File: src/rtl/uart_rx_fsm.sv
// -----------------------------------------------------------------------------
// uart_rx_fsm
// Serial receive stage of the UART peripheral. Synchronizes the asynchronous
// rx line and validates the start bit at mid-bit. It then samples 8 data bits
// LSB-first and the stop bit, each at the middle of the bit. The received byte
// is delivered with a done pulse, a sticky ready flag and sticky error flags.
//
// Optional feature macro: UART_RX_PARITY_EN
//   defined   -> 8E1 frame, PARITY state between DATA and STOP, parity_err_o live
//   undefined -> 8N1 frame, PARITY unreachable, parity_err_o tied to 0
//
// Parameters:
//   BAUD_DIV   clk cycles per bit (even, >= 8)
//   CNT_W      baud counter width, must hold BAUD_DIV-1
//
// Ports:
//   clk           system clock, rising edge
//   rst           asynchronous active-high reset
//   rx_i          serial line, asynchronous, idle high
//   clr_flag_i    one-cycle CPU read strobe, clears the sticky flags
//   rx_data_o     last correctly framed byte
//   rx_done_o     one-cycle pulse when rx_data_o updates
//   rx_flag_o     sticky byte-available flag
//   frame_err_o   sticky framing error (stop bit low)
//   parity_err_o  sticky parity error (0 without the parity feature)
//   rx_busy_o     high whenever the FSM is not in IDLE
//   rx_state_o    current state encoding, for debug
// -----------------------------------------------------------------------------
module uart_rx_fsm #(
   parameter int unsigned BAUD_DIV = 5208,
   parameter int unsigned CNT_W    = 16
) (
   input  logic       clk,
   input  logic       rst,
   input  logic       rx_i,
   input  logic       clr_flag_i,
   output logic [7:0] rx_data_o,
   output logic       rx_done_o,
   output logic       rx_flag_o,
   output logic       frame_err_o,
   output logic       parity_err_o,
   output logic       rx_busy_o,
   output logic [2:0] rx_state_o
);

   localparam logic [CNT_W-1:0] LP_HALF_M1 = CNT_W'(BAUD_DIV / 2 - 1);
   localparam logic [CNT_W-1:0] LP_FULL_M1 = CNT_W'(BAUD_DIV - 1);

   typedef enum logic [2:0] {
      S_IDLE   = 3'b000,
      S_START  = 3'b001,
      S_DATA   = 3'b010,
      S_PARITY = 3'b011,
      S_STOP   = 3'b100,
      S_DONE   = 3'b101,
      S_BREAK  = 3'b110
   } state_t;

   state_t           r_state;
   state_t           w_state_next;

   logic             r_rx_meta;
   logic             r_rx_s;
   logic [CNT_W-1:0] r_cnt;
   logic [2:0]       r_bit_cnt;
   logic [7:0]       r_shift;
   logic [7:0]       r_data;
   logic             r_done;
   logic             r_flag;
   logic             r_ferr;
   logic             r_busy;

   logic             w_half_hit;
   logic             w_full_hit;
   logic             w_counting;
   logic             w_bit_tick;
   logic             w_load;
   logic             w_set_ferr;
   logic             w_set_flag;
   logic             w_cnt_clr;
`ifdef UART_RX_PARITY_EN
   logic             w_set_perr;
   logic             r_perr;
`endif

   assign w_half_hit = (r_cnt == LP_HALF_M1);
   assign w_full_hit = (r_cnt == LP_FULL_M1);

   // Two-flop synchronizer; resets to the idle line level
   always_ff @(posedge clk or posedge rst) begin
      if (rst) begin
         r_rx_meta <= 1'b1;
         r_rx_s    <= 1'b1;
      end else begin
         r_rx_meta <= rx_i;
         r_rx_s    <= r_rx_meta;
      end
   end

   // State register
   always_ff @(posedge clk or posedge rst) begin
      if (rst) r_state <= S_IDLE;
      else     r_state <= w_state_next;
   end

   // Next-state and control strobes
   always_comb begin
      w_state_next = r_state;
      w_counting   = 1'b0;
      w_bit_tick   = 1'b0;
      w_load       = 1'b0;
      w_set_ferr   = 1'b0;
      w_set_flag   = 1'b0;
`ifdef UART_RX_PARITY_EN
      w_set_perr   = 1'b0;
`endif
      case (r_state)
         S_IDLE: begin
            if (!r_rx_s) w_state_next = S_START;
         end
         S_START: begin
            w_counting = 1'b1;
            // A line already back high at mid start bit was a glitch
            if (w_half_hit) w_state_next = r_rx_s ? S_IDLE : S_DATA;
         end
         S_DATA: begin
            w_counting = 1'b1;
            if (w_full_hit) begin
               w_bit_tick = 1'b1;
               if (r_bit_cnt == 3'd7) begin
`ifdef UART_RX_PARITY_EN
                  w_state_next = S_PARITY;
`else
                  w_state_next = S_STOP;
`endif
               end
            end
         end
         S_PARITY: begin
            w_counting = 1'b1;
`ifdef UART_RX_PARITY_EN
            if (w_full_hit) begin
               // Even parity: the parity bit must equal the XOR of the data
               w_set_perr   = (r_rx_s != ^r_shift);
               w_state_next = S_STOP;
            end
`else
            w_state_next = S_IDLE;
`endif
         end
         S_STOP: begin
            w_counting = 1'b1;
            if (w_full_hit) begin
               if (r_rx_s) begin
                  w_load       = 1'b1;
                  w_state_next = S_DONE;
               end else begin
                  w_set_ferr   = 1'b1;
                  w_state_next = S_BREAK;
               end
            end
         end
         S_DONE: begin
            // Flag sets on the way out of DONE, so a CPU clear issued while
            // rx_done_o is high cannot swallow the new byte's flag
            w_set_flag   = 1'b1;
            w_state_next = S_IDLE;
         end
         S_BREAK: begin
            // Wait for the line to return high before rearming
            if (r_rx_s) w_state_next = S_IDLE;
         end
         default: begin
            w_state_next = S_IDLE;
         end
      endcase
   end

   // Baud counter clears on every state entry and after each data bit
   assign w_cnt_clr = (w_state_next != r_state) || w_bit_tick;

   always_ff @(posedge clk or posedge rst) begin
      if (rst)             r_cnt <= '0;
      else if (w_cnt_clr)  r_cnt <= '0;
      else if (w_counting) r_cnt <= r_cnt + CNT_W'(1);
   end

   // Bit counter and shift register; first received bit lands in bit 0
   always_ff @(posedge clk or posedge rst) begin
      if (rst) begin
         r_bit_cnt <= 3'd0;
         r_shift   <= 8'd0;
      end else begin
         if (r_state != S_DATA) r_bit_cnt <= 3'd0;
         else if (w_bit_tick)   r_bit_cnt <= r_bit_cnt + 3'd1;
         if (w_bit_tick)        r_shift   <= {r_rx_s, r_shift[7:1]};
      end
   end

   // Registered outputs; a set in the same cycle as a clear wins
   always_ff @(posedge clk or posedge rst) begin
      if (rst) begin
         r_data <= 8'd0;
         r_done <= 1'b0;
         r_flag <= 1'b0;
         r_ferr <= 1'b0;
         r_busy <= 1'b0;
      end else begin
         r_done <= w_load;
         r_busy <= (w_state_next != S_IDLE);
         if (w_load) r_data <= r_shift;
         if (w_set_flag)      r_flag <= 1'b1;
         else if (clr_flag_i) r_flag <= 1'b0;
         if (w_set_ferr)      r_ferr <= 1'b1;
         else if (clr_flag_i) r_ferr <= 1'b0;
      end
   end

`ifdef UART_RX_PARITY_EN
   // Sticky parity error
   always_ff @(posedge clk or posedge rst) begin
      if (rst)             r_perr <= 1'b0;
      else if (w_set_perr) r_perr <= 1'b1;
      else if (clr_flag_i) r_perr <= 1'b0;
   end
   assign parity_err_o = r_perr;
`else
   assign parity_err_o = 1'b0;
`endif

   assign rx_data_o   = r_data;
   assign rx_done_o   = r_done;
   assign rx_flag_o   = r_flag;
   assign frame_err_o = r_ferr;
   assign rx_busy_o   = r_busy;
   assign rx_state_o  = r_state;

endmodule

File: config.mk
export PLATFORM = sky130hd
export DESIGN_NAME = uart_rx_fsm
export DESIGN_NICKNAME = d
export VERILOG_FILES = /design/src/rtl/uart_rx_fsm.sv
export SDC_FILE = /design/constraint.sdc
export NUM_CORES = 1
export LEC_CHECK = 0
export BUFFER_PORTS_ARGS = -buffer_cell sky130_fd_sc_hd__buf_2
export CORE_MARGIN = 3
export CORE_UTILIZATION = 25
export DETAILED_ROUTE_END_ITERATION = 8
export PLACE_DENSITY = 0.4
export SLEW_MARGIN = 20
export SYNTH_ARGS = -nofsm -noshare
export SYNTH_HDL_FRONTEND = slang
export SYNTH_SLANG_ARGS = --single-unit
File: constraint.sdc
create_clock -name clk -period 3.3 [get_ports clk]
set_clock_uncertainty 0.2 [all_clocks]
set_input_delay 0.165 -clock clk [delete_from_list [all_inputs] [get_ports clk]]
set_output_delay 0.165 -clock clk [all_outputs]
set_load 0.005 [all_outputs]
=== Word-level counts from Yosys, hierarchy flattened ===
Cells that the tools add are included.

* Register bits after elaboration: 44
* Output and inout bits: 16
* Bits of input ports: 4
* Word-level logic and storage cells: 58

* Eq/ne operators: 11
* Reductions and logical operators: 8
* Muxes and demuxes: 26
* Add/subtract/negate cells: 2

{| class="wikitable"
|+ Operators by type and width
! kind !! count
|-
| two-way mux 16 bit || 2
|-
| two-way mux 3 bit || 8
|-
| adder 16 x 1 -> 16 bit, second input constant || 1
|-
| equality test 16 x 12 -> 1 bit, second input constant || 1
|-
| equality test 16 x 13 -> 1 bit, second input constant || 1
|-
| one-hot mux 3 bit (5 select lines) || 1
|-
| two-way mux 1 bit || 13
|-
| equality test 3 bit, second input constant || 4
|-
| nonzero test 2 bit || 4
|-
| equality test 3 x 2 -> 1 bit, second input constant || 2
|-
| two-way mux 2 bit || 2
|-
| OR reduction 4 bit || 1
|-
| adder 3 x 1 -> 3 bit, second input constant || 1
|-
| equality test 3 x 1 -> 1 bit, second input constant || 1
|-
| logical NOT 3 bit || 1
|-
| inequality test 3 x 2 -> 1 bit, second input constant || 1
|-
| inequality test 3 bit || 1
|-
| nonzero test 3 bit || 1
|-
| logical OR 1 bit || 1
|}

=== Logic depth before layout (Yosys ltp) ===
Gate-level depths: netlist (run 1).

* Word-level depth: 7
* Depth in mapped cells: 8

=== Least setup slack after synthesis (run 1) ===
Ideal clock, no wire load.

* Path kind: register to register
* Start point: register r_cnt[0]
* End point: register r_cnt[4]
* Slack: 1.136 ns
* Arrival: 1.882 ns
* Stages on the path, launching flop included: 9
* Required time: 3.018 ns
* Period minus slack after synthesis: 2.164 ns
* Cell sequence: dfrtp_1 > ha_1 > and4bb_1 > and4_1 > buf_6 > a2111oi_4 > nor3_4 > buf_6 > nor3_4

* Word-level cells in the longest chain between the ends: 6
* Elaborated cells on any way between the ends: 14
* Those cells by class: add/sub: 1; eq/ne: 3; mux: 8; reduce/logical: 2

{| class="wikitable"
|+ RTL lines
! item !! line !! text
|-
| start, declared || 64 || <nowiki>logic [CNT_W-1:0] r_cnt;</nowiki>
|-
| start signal, assigned || 185 || <nowiki>else if (w_counting) r_cnt <= r_cnt + CNT_W'(1);</nowiki>
|-
| equality test 16 x 13 -> 1 bit / equality test 16 x 12 -> 1 bit (equally long branches) || 87, 86 ||
|-
| two-way mux 3 bit (on tied branches) || 153, 124, 128 ||
|-
| one-hot mux 3 bit (5 select lines) || 117 || <nowiki>case (r_state)</nowiki>
|-
| inequality test 3 bit || 180 || <nowiki>assign w_cnt_clr = (w_state_next != r_state) || w_bit_tick;</nowiki>
|-
| logical OR 1 bit || 180 ||
|-
| two-way mux 16 bit / nonzero test 2 bit (equally long branches) || n/a ||
|}

Several ways; a longest one is shown, not always the timed one. The select of a mux whose other input is x is not followed.
A chain may end at the register's enable or synchronous reset.

=== Final worst setup path (run 1) ===
* Start point: register r_cnt[0]
* End point: register r_cnt[1]

Same word-level chain as after synthesis.

==> summary.log, run 1 <==
INFO  cells_and_area num-nets-final=214
INFO  sta            final-hold-violation-count=0
INFO  clock_tree     worstSkewPairLatency=0.29ns
INFO  detailed_routing detail_route.iter0.violations=66
INFO  worst_hold_path min_path_cells=0
INFO  cells_and_area proportion_of_layout_cells_with_a_drive_suffix_above_1=0.288
INFO  detailed_routing detail_route.wl_per_cell=13.5um
INFO  clock_tree     cts_bufs_inserted=5
INFO  die            die-height=98.9um
INFO  flow_run       cap_violations=0
INFO  synth          synth_top_flop_cell=dfrtp_1
INFO  synth          avgSynthCellArea=11.7um^2
INFO  synth          ys_types=44
INFO  synth          netlist.top_cell.by_area=dfrtp_1
INFO  clock_tree     postCtsSetupRepairBufs=0
INFO  clock_tree     ctsRootBufferMaster=clkbuf_8
INFO  clock_tree     numClockSinks=44
INFO  worst_hold_path hold_path_startpoint=r_rx_meta$_DFF_PP1_
INFO  sta            max_slew.worst_pin.slew=0.918ns
INFO  die            core-area=0.00830mm^2
INFO  synth          syn_inst=185
INFO  sta            timing_max_transition_violations_final=0
INFO  synth          netlist_area=0.00216mm^2
INFO  worst_setup_path reg2reg_setup_slack=0.85ns
INFO  sta            finalHoldWorstSlack=0.163ns
INFO  status         run_status=completed
INFO  die            io_pins=20
INFO  worst_setup_path crit_required=3.30ns
INFO  worst_setup_path worst_r2r_startpoint=r_cnt[0]$_DFFE_PP0P_
INFO  worst_setup_path crit_type=reg2reg
INFO  cells_and_area post_layout_nonfiller_instances=313
INFO  worst_setup_path setup.worst_path.start_class=flop
INFO  cells_and_area antenna-diode-count=0
INFO  sta            fmax=409MHz
INFO  worst_setup_path timing.critical_path.from=r_cnt[0]$_DFFE_PP0P_
INFO  worst_setup_path timing.critical_path.fanout_max=15
INFO  pwr            worst_ir_drop_vdd=0.000194V
INFO  grt            number_of_antenna_violations_at_the_first_check_in_global_routing=0
INFO  placed_design  post-place-cells=302
INFO  detailed_routing num_vias=1,416
INFO  pwr            total_power=0.000982W
INFO  placed_design  hpwl=2960um
INFO  die            initial_core_util=0.260
INFO  sta            final.min_clock_period=2.45ns
INFO  placed_design  placement.cell_area=0.00234mm^2
INFO  clock_tree     clk_pin_slew_worst_paths=0.09ns
INFO  synth          synthesis.nets=192
INFO  grt            grt.total_usage=0.0946
INFO  placed_design  io_buffer_count=18
INFO  clock_tree     clock_tree.buffer_depth=2
INFO  die            rows=33
INFO  synth          synth_async_sr_flop_share=1.00
INFO  synth          yosys.area.top_type_share=0.488
INFO  grt            grt_pass1_wl=7330um
INFO  sta            layout_worst_path_cycle_share=0.742
INFO  worst_hold_path hold-path-endpoint=r_rx_s$_DFF_PP1_
INFO  detailed_routing route.antenna.remaining_nets=0
INFO  clock_tree     cts_tree=yes
INFO  grt            total_gr_overflow=0
INFO  sta            final-setup-viol-count=0
INFO  synth          cell_types_with_the_largest_area_share_after_synthesis=dfrtp_1 49%, mux2_2 8.4%, xor2_1 5.3%
INFO  worst_setup_path r2r_cells=7
INFO  grt            maximum_number_of_pins_on_one_net_before_global_route_repair=45
INFO  cells_and_area n_fill_cell=847
INFO  detailed_routing dr.pass1.iters=3
INFO  worst_setup_path timing.critical_path.to_type=flop
INFO  worst_hold_path kind_of_path_behind_the_tightest_hold_check=reg2reg
INFO  die            die_w=98.9um
INFO  die            fp.dieArea=0.00977mm^2
INFO  pwr            power.static_leakage=1.13nW
INFO  synth          yosysSeqAreaShare=0.512
INFO  synth          count_of_flip_flops_with_a_built_in_enable_after_synthesis=0
INFO  cells_and_area layout.cell_area.non_filler=0.00248mm^2
INFO  grt            grt_pass1_vias=1,455
INFO  clock_tree     cts_htree_levels=2
INFO  pwr            pwr_density_cell=395mW/mm^2
INFO  sta            max_slew_margin=0.387
INFO  worst_setup_path timing.critical_path.arrival=2.45ns
INFO  synth          synth_seq_cells=44
INFO  placed_design  gp_routability_congestion=0.726
INFO  detailed_routing drt-vias-per-instance=4.52
INFO  detailed_routing drt_wl_total=4220um
INFO  worst_setup_path crit-reg2reg-capture=r_cnt[1]$_DFFE_PP0P_
INFO  sta            totalNegativeSetupSlack=0ns
INFO  cells_and_area area_growth_syn_to_layout=15.2%
INFO  detailed_routing post-route-drc-count=0
INFO  synth          yosysWarnings=0
INFO  sta            grt_setup_unrepaired=no
## worst max-delay path by stage
| stage | to | slack, ns | cells after the start |
|---|---|---|---|
| finish | r_cnt[1]$_DFFE_PP0P_ | 0.85 | 7 |
| global route | rx_data_o[5]$_DFFE_PP0P_ | 0.68 | 5 |
| CTS | r_cnt[1]$_DFFE_PP0P_ | 0.80 | 7 |
| detailed placement | r_cnt[1]$_DFFE_PP0P_ | 0.83 | 7 |
| global placement | r_cnt[1]$_DFFE_PP0P_ | 0.84 | 7 |
| floorplan | r_cnt[4]$_DFFE_PP0P_ | 1.14 | 8 |
## layer usage
| metal | track usage | routed length (um) | vias up |
|---|---|---|---|
| met1 | 0.138 | 2180 | 694 |
| met5 | 0 | 0 | - |
| li1 | - | - | 701 |
| met2 | 0.136 | 1880 | 17 |
| met3 | 0.0191 | 109 | 4 |
| met4 | 0.0378 | 53 | 0 |
## cells by family (layout without fill, tap and decap cells)
kind of cell,after synthesis,after routing,synth area share
xor gates and xnor gates,16,16,0.0650
other,1,1,0.00174
muxes,17,17,0.0882
and+or+nand+nor,78,78,0.232
DFF,44,44,0.512
buffers and inverters,10,33,0.0267
AOI/OAI and AO/OA,16,16,0.0569
adders and majority gates,3,3,0.0174
## worst max-delay path: stages (launching register included)
cell and delay [ns]:
dfrtp_1 0.43, ha_1 0.27, and4bb_1 0.24, and4_1 0.26, a2111oi_4 0.40, nor3_4 0.07, buf_4 0.21, nor4b_2 0.27
## sequential cells by signal, indices dropped and copies added, names as in the netlist
register	flops
frame_err_o	1
r_shift	8
r_rx_s	1
r_rx_meta	1
rx_done_o	1
rx_busy_o	1
rx_data_o	8
rx_flag_o	1
rx_state_o	3
r_bit_cnt	3
r_cnt	16
## layout by cell type (no fill, tap or decap), types with 2 or more instances in the layout
cell	instances
nor2_1	18
mux2_2	16
ha_1	3
xnor2_1	3
and4_1	3
nand2_1	14
and4bb_1	2
dfrtp_1	42
a21o_1	2
inv_1	2
clkbuf_8	5
xor2_1	13
nand2b_1	3
dfstp_2	2
o211ai_1	3
dlygate4sd3_1	3
nor3_4	2
o21ai_0	2
nor2_2	2
nor3_1	6
a21oi_1	5
buf_2	18
nor4b_2	4
nand3_1	4
nand4_1	9
## Yosys cell counts (2+ instances only)
cell type,number
a21o_1,2
a21oi_1,5
and4_1,3
and4bb_1,2
buf_6,2
clkbuf_1,2
dfrtp_1,42
dfstp_2,2
ha_1,3
inv_1,3
mux2_2,16
nand2_1,14
nand2b_1,3
nand3_1,4
nand4_1,9
nor2_1,18
nor2_2,2
nor3_1,6
nor3_4,2
nor4b_2,4
o211ai_1,3
o21ai_0,2
xnor2_1,3
xor2_1,13
## power breakdown
group	internal, W	switching (W)
registers	0.000541	0.00000214
clock network	0.000228	0.000194
logic	0.00000444	0.0000124
total	0.000773	0.000208
## stage by stage
step                      setup slack (ns)   util
after CTS                            0.798  0.299
after global routing                 0.676  0.299
after detailed placement             0.829  0.282
after floorplan                       1.14      -
after global placement               0.844  0.282
final                                0.853  0.299
## timing repair
item / in CTS / in global routing
resized for setup: 0 / 0
hold buffers: 3 / 0
hold endpoints to repair: 45 / 0
## final cells by class
| type | count | area (um^2) | area share |
|---|---|---|---|
| inverter | 3 | 11.3 | 0.00453 |
| timing repair buffer | 22 | 128 | 0.0514 |
| sequential | 44 | 1100 | 0.444 |
| multi-input combinational | 131 | 995 | 0.401 |
| clock buffer | 5 | 68.8 | 0.0277 |
| clock inverter | 3 | 46.3 | 0.0186 |
| tap | 105 | 131 | 0.0529 |
Note: power is estimated with default switching activity, not from simulation.
==> run 2: changes to the inputs <==
==> constraint.sdc (replaced) <==
create_clock -name clk -period 2.3 [get_ports clk]
set_clock_uncertainty 0.2 [all_clocks]
set_input_delay 0.115 -clock clk [delete_from_list [all_inputs] [get_ports clk]]
set_output_delay 0.115 -clock clk [all_outputs]
set_load 0.005 [all_outputs]
==> run 2 against run 1 <==
Net effect:
- final area increased by 5.0%
- critical endpoint is now r_cnt[3]$_DFFE_PP0P_
- utilization increased by 1.5 points
- power increased by 44%
- critical path type unchanged
- first-iteration DRC count decreased by 44%
==> summary.log, run 2 (synthesized netlist as in run 1, its figures left out) <==
INFO  die            io_pins=20
INFO  clock_tree     clk_pin_slew_worst_paths=0.09ns
INFO  grt            maximum_number_of_pins_on_one_net_before_global_route_repair=45
INFO  placed_design  hpwl=3000um
INFO  detailed_routing num_vias=1,485
INFO  worst_setup_path crit_type=reg2reg
INFO  sta            final-hold-violation-count=0
INFO  flow_run       cap_violations=0
INFO  die            rows=33
INFO  sta            fmax=468MHz
INFO  sta            grt_setup_unrepaired=no
INFO  die            core-area=0.00830mm^2
INFO  cells_and_area num-nets-final=227
INFO  grt            grt_pass1_wl=7590um
INFO  cells_and_area n_fill_cell=847
INFO  worst_setup_path timing.critical_path.from=r_cnt[1]$_DFFE_PP0P_
INFO  detailed_routing dr.pass1.iters=4
INFO  worst_setup_path timing.critical_path.to_type=flop
INFO  grt            total_gr_overflow=0
INFO  worst_setup_path setup.worst_path.start_class=flop
INFO  clock_tree     worstSkewPairLatency=0.30ns
INFO  sta            setup_slack=0.163ns
INFO  die            die_w=98.9um
INFO  pwr            pwr_density_cell=541mW/mm^2
INFO  die            initial_core_util=0.260
INFO  placed_design  preCtsSetupSlack=0.0574ns
INFO  worst_hold_path kind_of_path_behind_the_tightest_hold_check=reg2reg
INFO  cells_and_area final_common_cell=dfrtp_1
INFO  detailed_routing route.antenna.remaining_nets=0
INFO  detailed_routing drt_wl_total=4320um
INFO  worst_setup_path worst_r2r_startpoint=r_cnt[1]$_DFFE_PP0P_
INFO  detailed_routing detail_route.iter0.violations=37
INFO  grt            grt.total_usage=0.0963
INFO  die            die-height=98.9um
INFO  detailed_routing drt-vias-per-instance=4.56
INFO  die            fp.dieArea=0.00977mm^2
INFO  cells_and_area antenna-diode-count=0
INFO  clock_tree     cts_htree_levels=2
INFO  worst_setup_path critical-path-slowest-cell=dfrtp_1
INFO  cells_and_area proportion_of_layout_cells_with_a_drive_suffix_above_1=0.330
INFO  sta            layout_worst_path_cycle_share=0.929
INFO  placed_design  io_buffer_count=18
INFO  cells_and_area area_growth_syn_to_layout=21.0%
INFO  worst_setup_path largest_stage_delay_worst_path=0.42ns
INFO  clock_tree     ctsRootBufferMaster=clkbuf_8
INFO  grt            number_of_antenna_violations_at_the_first_check_in_global_routing=0
INFO  clock_tree     cts_bufs_inserted=5
INFO  cells_and_area flip_flop_count_of_the_largest_register_after_layout=16
INFO  grt            grt_pass1_vias=1,520
INFO  sta            totalNegativeSetupSlack=0ns
INFO  worst_setup_path timing.critical_path.fanout_max=16
INFO  clock_tree     clock_tree.buffer_depth=2
INFO  detailed_routing detail_route.wl_per_cell=13.2um
INFO  pwr            power.static_leakage=1.20nW
INFO  status         run_status=completed
INFO  clock_tree     cts_tree=yes
INFO  sta            max_slew.worst_pin.slew=0.566ns
INFO  worst_hold_path hold_path_startpoint=r_rx_meta$_DFF_PP1_
INFO  sta            final-setup-viol-count=0
INFO  sta            timing_max_transition_violations_final=0
INFO  cells_and_area top_register=r_cnt
INFO  clock_tree     numClockSinks=44
INFO  worst_setup_path worstPathCellList=ha_1, and4bb_1, and4_1, a2111oi_4, nor3_4, buf_12, nor4b_2
INFO  pwr            worst_ir_drop_vdd=0.000248V
INFO  cells_and_area final_cell_mix=42 x dfrtp_1, 18 x nor2_1, 18 x buf_2
INFO  worst_setup_path crit_required=2.30ns
INFO  sta            max_slew_margin=0.623
INFO  detailed_routing post-route-drc-count=0
INFO  sta            final.min_clock_period=2.14ns
INFO  worst_setup_path timing.critical_path.arrival=2.14ns
INFO  placed_design  gp_routability_congestion=0.706
[run 2: cell types whose count changed in the layout (fill, tap and decap cells not counted), sizes merged]
cell      before  now
inv            4    3
buf           19   32
clkinvlp       1    0
clkinv         0    2
[run 2: where the power goes]
group | internal (W) | switching (W) | total [W]
combinational | 0.00000755 | 0.0000185 | 0.0000260
sequential | 0.000776 | 0.00000295 | 0.000779
clock | 0.000327 | 0.000277 | 0.000605
[run 2: final timing paths]
path | endpoint | slack (ns) | depth (start not counted)
worst max-delay path | r_cnt[3]$_DFFE_PP0P_ | 0.16 | 7
worst min-delay path | r_rx_s$_DFF_PP1_ | 0.16 | 0
worst max register to register | r_cnt[3]$_DFFE_PP0P_ | 0.16 | 7
worst min register to register | r_rx_s$_DFF_PP1_ | 0.16 | 0
max in group asynchronous | rx_done_o$_DFF_PP0_ | 1.21 | 4
min in group asynchronous | r_cnt[13]$_DFFE_PP0P_ | 0.31 | 4
[run 2: per-layer routing]
layer | up-vias | track usage | part of all wire
met3 | 5 | 0.0212 | 0.036
li1 | 728 | - | -
met4 | 0 | 0.0347 | 0.011
met5 | - | 0 | 0
met2 | 29 | 0.149 | 0.44
met1 | 723 | 0.132 | 0.51
[run 2: cell type report]
class                           instances  area, um^2  share of cell area
Sequential cell                        44        1100               0.423
Multi-Input combinational cell        131         995               0.381
Timing Repair Buffer                   35         250              0.0960
Tap cell                              105         131              0.0504
Clock buffer                            5        68.8              0.0264
Clock inverter                          3        47.5              0.0182
Inverter                                3        11.3             0.00432
[run 2: through the flow]
step	utilization	instances	power, W	cell area [um^2]	hold WS, ns
after CTS	0.314	326	0.00144	2610	0.161
after global placement	0.297	315	0.000818	2460	0.0250
final	0.314	326	0.00141	2610	0.160
after global routing	0.314	326	0.00148	2610	0.170
after detailed placement	0.297	315	0.000818	2460	0.0326
after floorplan	-	185	0.000809	2160	-0.0805
[run 2: critical path, delay by kind of cell (launching register included)]
kind / cells / cell delay (ns)
AO/OA/AOI/OAI: 1 / 0.26
AND/OR/NAND/NOR: 4 / 0.77
adder cells (fa/ha/maj): 1 / 0.24
flip-flops: 1 / 0.42
buffers and inverters: 1 / 0.16
[run 2: timing repair]
item                                    CTS  global route
gates resized for setup                   0             0
hold buffers                              3             0
endpoints found under the setup margin    0             3
setup buffers                             0             0
endpoints found under the hold margin    45             0
==> run 3: changes to the inputs <==
--- a/config.mk
+++ b/config.mk
@@ -7,9 +7,9 @@
 export LEC_CHECK = 0
 export BUFFER_PORTS_ARGS = -buffer_cell sky130_fd_sc_hd__buf_2
 export CORE_MARGIN = 3
-export CORE_UTILIZATION = 25
+export CORE_UTILIZATION = 30
 export DETAILED_ROUTE_END_ITERATION = 8
-export PLACE_DENSITY = 0.4
+export PLACE_DENSITY = 0.46
 export SLEW_MARGIN = 20
 export SYNTH_ARGS = -nofsm -noshare
 export SYNTH_HDL_FRONTEND = slang
==> run 3 against run 2 <==
Net effect:
- sequential power about the same
- final area decreased by 0.62%
- clock power decreased by 0.8%
- non-clock buffer count unchanged
- register-to-register slack gained 0.03 ns
- critical path type unchanged
==> summary.log, run 3 (synthesized netlist as in run 1, its figures left out) <==
INFO  status         run_status=completed
INFO  die            die-height=90.8um
INFO  worst_setup_path setup.worst_path.start_class=flop
INFO  worst_setup_path timing.critical_path.arrival=2.10ns
INFO  grt            grt_pass1_wl=7400um
INFO  sta            grt_setup_unrepaired=no
INFO  clock_tree     cts_bufs_inserted=5
INFO  worst_setup_path timing.critical_path.fanout_max=8
INFO  pwr            p_clk_frac=0.427
INFO  grt            number_of_antenna_violations_at_the_first_check_in_global_routing=0
INFO  sta            layout_worst_path_cycle_share=0.918
INFO  placed_design  io_buffer_count=18
INFO  pwr            share_seq_of_total_power=0.554
INFO  worst_setup_path crit-reg2reg-capture=r_shift[0]$_DFFE_PP0P_
INFO  worst_setup_path reg2reg_setup_slack=0.19ns
INFO  worst_setup_path worst_path_dominant_cell_family=simple AND/OR/NAND/NOR gates
INFO  placed_design  gp_routability_congestion=0.734
INFO  sta            max_slew_margin=0.622
INFO  worst_setup_path critical-path-slowest-cell=dfrtp_1
INFO  worst_setup_path timing.critical_path.to_type=flop
INFO  grt            grt.total_usage=0.111
INFO  worst_hold_path hold-path-endpoint=r_rx_s$_DFF_PP1_
INFO  cells_and_area area_growth_syn_to_layout=20.2%
INFO  worst_setup_path critical_path_cell_count=6
INFO  clock_tree     cts_htree_levels=2
INFO  detailed_routing drt_wl_total=4200um
INFO  cells_and_area final_common_cell=dfrtp_1
INFO  detailed_routing detail_route.iter0.violations=52
INFO  worst_setup_path r2r_cells=6
INFO  worst_setup_path crit_type=reg2reg
INFO  clock_tree     ctsRootBufferMaster=clkbuf_8
INFO  clock_tree     numClockSinks=44
INFO  cells_and_area flip_flop_count_of_the_largest_register_after_layout=16
INFO  worst_setup_path worstPathCellList=ha_1, and4bb_1, nand4_1, nor2_2, buf_12, mux2_2
INFO  pwr            power.static_leakage=1.20nW
INFO  sta            timing_max_transition_violations_final=0
INFO  die            fp.dieArea=0.00824mm^2
INFO  sta            totalNegativeSetupSlack=0ns
INFO  cells_and_area antenna-diode-count=0
INFO  detailed_routing detail_route.wl_per_cell=13.2um
INFO  die            rows=30
INFO  grt            maximum_number_of_pins_on_one_net_before_global_route_repair=45
INFO  sta            final.min_clock_period=2.11ns
INFO  cells_and_area final_design_utilization=0.377
INFO  detailed_routing num_vias=1,462
INFO  clock_tree     postCtsSetupRepairBufs=0
INFO  worst_setup_path crit_required=2.29ns
INFO  pwr            pwr_density_cell=542mW/mm^2
INFO  clock_tree     cts-resized-gates=0
INFO  sta            setup_slack=0.189ns
INFO  die            io_pins=20
INFO  cells_and_area final_cell_mix=42 x dfrtp_1, 18 x nor2_1, 18 x buf_2
INFO  cells_and_area register_area=0.00110mm^2
INFO  pwr            switchingPower=0.000299W
INFO  sta            final-hold-violation-count=0
INFO  flow_run       cap_violations=0
INFO  die            initial_core_util=0.314
INFO  detailed_routing route.antenna.remaining_nets=0
INFO  detailed_routing dr.pass1.iters=4
INFO  die            die_w=90.8um
INFO  cells_and_area n_fill_cell=727
INFO  grt            total_gr_overflow=0
INFO  clock_tree     clk_pin_slew_worst_paths=0.09ns
INFO  pwr            power_frac_comb=0.018
INFO  pwr            cellInternalPower=0.00111W
INFO  pwr            worst_ir_drop_vdd=0.000204V
INFO  pwr            sw_frac_of_total=0.213
INFO  worst_setup_path critical_path.n_buffers_inverters=1
INFO  detailed_routing post-route-drc-count=0
INFO  sta            final-setup-viol-count=0
INFO  placed_design  hpwl=2940um
INFO  clock_tree     worstSkewPairLatency=0.30ns
INFO  worst_setup_path largest_stage_delay_worst_path=0.40ns
INFO  die            core-area=0.00687mm^2
INFO  grt            grt_pass1_vias=1,488
INFO  sta            max_slew.worst_pin.slew=0.567ns
INFO  worst_hold_path hold_path_startpoint=r_rx_meta$_DFF_PP1_
INFO  cells_and_area proportion_of_layout_cells_with_a_drive_suffix_above_1=0.330
INFO  worst_hold_path kind_of_path_behind_the_tightest_hold_check=reg2reg
INFO  worst_hold_path min_path_cells=0
INFO  clock_tree     cts_tree=yes
INFO  sta            fmax=474MHz
INFO  clock_tree     clock_tree.buffer_depth=2
INFO  cells_and_area top_register=r_cnt
INFO  cells_and_area multi_input_comb_area=995um^2
INFO  worst_setup_path worst_r2r_startpoint=r_cnt[1]$_DFFE_PP0P_
INFO  placed_design  preCtsSetupSlack=0.0821ns
INFO  detailed_routing drt-vias-per-instance=4.61
INFO  cells_and_area num-nets-final=227
-- run 3: cell count changes in the layout (fill, tap and decap cells not counted) --
cell	before	now
clkinv_2	0	1
clkinv_4	2	0
clkinvlp_4	0	1
-- run 3: layer usage --
| metal | up-vias | GRT usage | wire, um |
|---|---|---|---|
| li1 | 736 | - | - |
| met1 | 696 | 0.155 | 2090 |
| met2 | 23 | 0.166 | 1910 |
| met3 | 7 | 0.0292 | 147 |
| met4 | 0 | 0.0377 | 59 |
| met5 | - | 0 | 0 |
-- run 3: layout make-up --
| class | count | share of cell area |
|---|---|---|
| Tap cell | 96 | 0.0464 |
| Clock inverter | 3 | 0.0164 |
| Multi-Input combinational cell | 131 | 0.384 |
| Inverter | 3 | 0.00435 |
| Sequential cell | 44 | 0.426 |
| Clock buffer | 5 | 0.0266 |
| Timing Repair Buffer | 35 | 0.0966 |
-- run 3: worst max-delay path by stage --
stage                         start                     end  slack, ns
5_1_grt        r_cnt[1]$_DFFE_PP0P_  r_shift[5]$_DFFE_PP0P_       0.05
2_1_floorplan  r_cnt[0]$_DFFE_PP0P_    r_cnt[4]$_DFFE_PP0P_       0.14
4_1_cts        r_cnt[1]$_DFFE_PP0P_    r_cnt[0]$_DFFE_PP0P_       0.07
3_3_place_gp   r_cnt[1]$_DFFE_PP0P_    r_cnt[0]$_DFFE_PP0P_       0.14
3_5_place_dp   r_cnt[1]$_DFFE_PP0P_    r_cnt[3]$_DFFE_PP0P_       0.08
6_report       r_cnt[1]$_DFFE_PP0P_  r_shift[0]$_DFFE_PP0P_       0.19
-- run 3: power groups by stage --
| stage | Sequential [W] | Clock (W) | Combinational (W) |
|---|---|---|---|
| 2_1_floorplan | 0.000792 | 0 | 0.0000171 |
| 3_3_place_gp | 0.000794 | 0 | 0.0000237 |
| 3_5_place_dp | 0.000794 | 0 | 0.0000236 |
| 4_1_cts | 0.000779 | 0.000614 | 0.0000275 |
| 5_1_grt | 0.000779 | 0.000645 | 0.0000307 |
| 6_report | 0.000779 | 0.000600 | 0.0000259 |
-- run 3: what timing repair did --
action	CTS	global route
hold endpoints to repair	45	0
setup endpoints to repair	0	3
hold buffers	3	0
-- run 3: stage by stage --
step	std cells	hold slack, ns	cell area, um^2	power [W]
after floorplan	185	-0.0805	2160	0.000809
after CTS	317	0.162	2590	0.00142
after detailed placement	306	0.0350	2450	0.000818
after global routing	317	0.168	2590	0.00146
after global placement	306	0.0335	2450	0.000818
final	317	0.161	2590	0.00140
